[src/rtl/serial_subtractor.sv]
// rtl/serial_subtractor.sv - bit-serial A - B subtractor, one full-subtractor cell plus borrow flop
module serial_subtractor #(
    parameter int WIDTH = 8
) (
    input  logic             clk,
    input  logic             rst,
    input  logic             start,
    input  logic [WIDTH-1:0] a_in,
    input  logic [WIDTH-1:0] b_in,
    output logic             busy,
    output logic             done,
    output logic [WIDTH-1:0] diff,
    output logic             borrow_out
);
    localparam int CW = $clog2(WIDTH) + 1;

    typedef enum logic [1:0] {IDLE, SHIFT, DONE} state_t;

    state_t           state;
    logic [WIDTH-1:0] a_sr;
    logic [WIDTH-1:0] b_sr;
    logic [WIDTH-1:0] d_sr;
    logic [WIDTH-1:0] d_next;
    logic [CW-1:0]    cnt;
    logic             bin;
    logic             a_bit;
    logic             b_bit;
    logic             d;
    logic             bout;
    logic             last_bit;

    assign a_bit    = a_sr[0];
    assign b_bit    = b_sr[0];
    assign d        = a_bit ^ b_bit ^ bin;
    assign bout     = (~a_bit & b_bit) | (~(a_bit ^ b_bit) & bin);
    assign last_bit = (cnt == CW'(WIDTH - 1));

    // New difference bit enters at the MSB; a 1-bit build has nothing to shift down.
    generate
        if (WIDTH == 1) begin : g_narrow
            assign d_next = d;
        end else begin : g_wide
            assign d_next = {d, d_sr[WIDTH-1:1]};
        end
    endgenerate

    assign busy = (state == SHIFT);
    assign done = (state == DONE);

    always_ff @(posedge clk or posedge rst) begin
        if (rst) begin
            state      <= IDLE;
            a_sr       <= '0;
            b_sr       <= '0;
            d_sr       <= '0;
            cnt        <= '0;
            bin        <= 1'b0;
            diff       <= '0;
            borrow_out <= 1'b0;
        end else begin
            case (state)
                SHIFT: begin
                    a_sr <= a_sr >> 1;
                    b_sr <= b_sr >> 1;
                    d_sr <= d_next;
                    bin  <= bout;
                    cnt  <= cnt + CW'(1);
                    if (last_bit) begin
                        state      <= DONE;
                        diff       <= d_next;
                        borrow_out <= bout;
                    end
                end
                default: begin
                    // IDLE and DONE both accept a new operation; DONE falls back to IDLE otherwise.
                    if (start) begin
                        a_sr  <= a_in;
                        b_sr  <= b_in;
                        d_sr  <= '0;
                        bin   <= 1'b0;
                        cnt   <= '0;
                        state <= SHIFT;
                    end else begin
                        state <= IDLE;
                    end
                end
            endcase
        end
    end
endmodule
[config.mk]
export PLATFORM = sky130hd
export DESIGN_NAME = serial_subtractor
export DESIGN_NICKNAME = d
export VERILOG_FILES = /design/src/rtl/serial_subtractor.sv
export SDC_FILE = /design/constraint.sdc
export NUM_CORES = 1
export LEC_CHECK = 0
export ABC_AREA = 1
export BUFFER_PORTS_ARGS = -buffer_cell sky130_fd_sc_hd__clkbuf_2
export CORE_MARGIN = 2
export CORE_UTILIZATION = 40
export DETAILED_ROUTE_END_ITERATION = 10
export GPL_TIMING_DRIVEN = 0
export PLACE_DENSITY = 0.62
export SETUP_SLACK_MARGIN = 0.02
export SYNTH_ARGS = -nofsm -noshare
export SYNTH_HDL_FRONTEND = slang
export SYNTH_SLANG_ARGS = --single-unit
[constraint.sdc]
create_clock -name clk -period 1.7 [get_ports clk]
set_input_delay 0.255 -clock clk [delete_from_list [all_inputs] [get_ports clk]]
set_output_delay 0.255 -clock clk [all_outputs]
set_load 0.02 [all_outputs]
==> results_dict.tcl <==
set metrics [dict create \
    outcome "completed" \
    hold_viol_final 0 \
    reg2reg_from "cnt[0]" \
    required_ps 1440 \
    syn2layout_area_growth_pct 17.9 \
    numCtsBuffers 5 \
    path_class "flop to output port" \
    max_freq_mhz 622 \
    worstMarginPinSlew_ps 812 \
    fin_cells 273 \
    grt_overflow_total 0 \
    synth.yosys.seq_area_share 0.591 \
    syn-num-nets 208 \
    fin_skew_ps 1.32 \
    ioPinCount 30 \
    clk_path_buf_depth 2 \
    cp.arrival_ps 1350 \
    insertion_delay_ps 290 \
    synth_cells 187 \
    fillers 404 \
    layout-drive-gt1-share 0.211 \
    ys_types 18 \
    antenna-diode-count 0 \
    maxCapViolations 0 \
    endpoint_kind "output port" \
    crit_slowest_cell "dfrtp_1" \
    fp.dieW_um 68.2 \
    cts_setup_buffers 0 \
    ant_nets 0 \
    grt_pass1_wl_um 5520 \
    wl_per_cell_um 11.7 \
    fin_nets 244 \
    cp-startpoint "state[1]" \
    synth.avg_cell_area_um2 8.83 \
    crit_fanout 10 \
    via_per_inst 4.71 \
    track_usage 0.165 \
    power_density_nw_per_um2 1830 \
    final_max_slew_viol_count 0 \
    clockRootBuffer "clkbuf_8" \
    gp_congestion 0.762 \
    num_rows 23 \
    vias 1286 \
    firstDrtPassIters 4 \
    wl_um 3200 \
    post-route-period-util 0.946 \
    peakVddDrop_mv 0.697 \
    synth_seq_cells 39 \
    reg2reg_to "diff[5]" \
    synth_warnings 0 \
    start_kind "flop" \
    cts_hold_buf 0 \
    worstHoldPathType "input port to async pin" \
    netlist_area_um2 1650 \
    io_buffers 29 \
    post_cts_resized 0 \
    cts_sinks 39 \
    drt_iter0_drc 84 \
    dieArea_um2 4660 \
    finalSetupTns_ps 0 \
    cp_slowest_stage_delay_ps 410 \
    leakage_uw 0.00105 \
    cts.clk_slew.worst_paths_ps 70 \
    finalSetupViolations 0 \
    slew_headroom 0.458 \
    r2r_cells 5 \
    core_area_um2 3970 \
    dpl.hpwl_um 2190 \
    cts_tree "built" \
    layout_min_cycle_time_ps 1610 \
    antenna_found_initial 0 \
    start_util 0.416 \
    grt_pass1_vias 1198 \
    r2r_setup_slack_ps 380 \
    path_cells "nor2_4, buf_2, clkbuf_2" \
    grt_max_degree 40 \
    dp_cells 266 \
    drc 0 \
    h-tree-depth 2 \
    die_y_um 68.2 \
    rsz0062_at_grt "false" \
]
## layout by cell type (no fill, tap or decap), types with 2 or more instances in the layout
cell | netlist | final
buf_2 | 5 | 5
o22ai_1 | 6 | 6
inv_2 | 1 | 2
clkbuf_8 | 0 | 6
dfrtp_1 | 39 | 39
nor2_1 | 6 | 6
nand3_1 | 31 | 31
nand2_1 | 74 | 74
clkbuf_2 | 0 | 29
nor2_4 | 2 | 2
inv_1 | 13 | 12
o21ai_0 | 2 | 2
## worst max-delay path, delay by kind of cell, from the launching register on
family | cells | cell delay [ps]
buf+inv | 2 | 450
flops | 1 | 410
simple gates | 1 | 190
## Yosys cell counts
| master | number | area, um^2 |
|---|---|---|
| inv_1 | 13 | 48.8 |
| buf_4 | 1 | 7.51 |
| nand3b_2 | 1 | 11.3 |
| a21oi_1 | 1 | 5.00 |
| nor2_1 | 6 | 22.5 |
| nand4_1 | 1 | 6.26 |
| nor2_4 | 2 | 22.5 |
| ha_1 | 1 | 12.5 |
| fa_1 | 1 | 20.0 |
| o22ai_1 | 6 | 37.5 |
| buf_2 | 5 | 25.0 |
| nand2_1 | 74 | 278 |
| nand3_1 | 31 | 155 |
| o21ai_0 | 2 | 10.0 |
| dfrtp_1 | 39 | 976 |
| inv_2 | 1 | 3.75 |
| o21ai_1 | 1 | 5.00 |
| clkbuf_1 | 1 | 3.75 |
## sequential cells by signal, indices dropped and copies added (netlist names)
register,cells
d_sr,7
diff,8
state,2
b_sr,8
bin,1
borrow_out,1
cnt,4
a_sr,8
## kinds of logic after synthesis
| family | Yosys count | share of synthesized area |
|---|---|---|
| fa+ha+maj | 2 | 0.0197 |
| simple gates | 115 | 0.300 |
| compound gates | 10 | 0.0349 |
| flops | 39 | 0.591 |
| buf+inv | 21 | 0.0538 |
## stage by stage
stage | cell area (um^2) | worst slack [ps] | total power, uW | hold WS (ps) | util
3_3_place_gp | 1860 | 18.4 | 2960 | 453 | 0.468
3_5_place_dp | 1860 | 362 | 2990 | 453 | 0.468
4_1_cts | 1950 | 66.7 | 3630 | 138 | 0.490
6_report | 1950 | 92.6 | 3560 | 81.7 | 0.490
2_1_floorplan | 1650 | 556 | 2590 | 372 | -
5_1_grt | 1950 | 31.7 | 3890 | 170 | 0.490
## power by group
group          internal [uW]  switching, uW  total (uW)
combinational            504            870        1370
clock                    318            312         630
sequential              1330            226        1560
## area by class of cell
type	instances	area [um^2]	share of cell area
tap	50	62.6	0.0322
sequential	39	976	0.502
timing repair buffer	29	145	0.0746
clock buffer	6	82.6	0.0424
multi-input combinational	127	586	0.301
inverter	14	52.6	0.0270
buffer	7	36.3	0.0186
clock inverter	1	5.00	0.00257
## per-layer routing
layer / track usage / share of wire / vias up
li1: - / - / 664
met1: 0.221 / 0.50 / 585
met2: 0.251 / 0.43 / 32
met3: 0.0395 / 0.048 / 5
met4: 0.0750 / 0.015 / 0
met5: 0 / 0 / -
## worst max-delay path by stage
| stage | to | slack [ps] | depth (start not counted) |
|---|---|---|---|
| 2_1_floorplan | a_sr[0] | 560 | 1 |
| 3_3_place_gp | diff[4] | 20 | 2 |
| 3_5_place_dp | diff[3] | 360 | 5 |
| 4_1_cts | busy | 70 | 3 |
| 5_1_grt | busy | 30 | 3 |
| 6_report | busy | 90 | 3 |
Power figures use the tool's default switching activity.
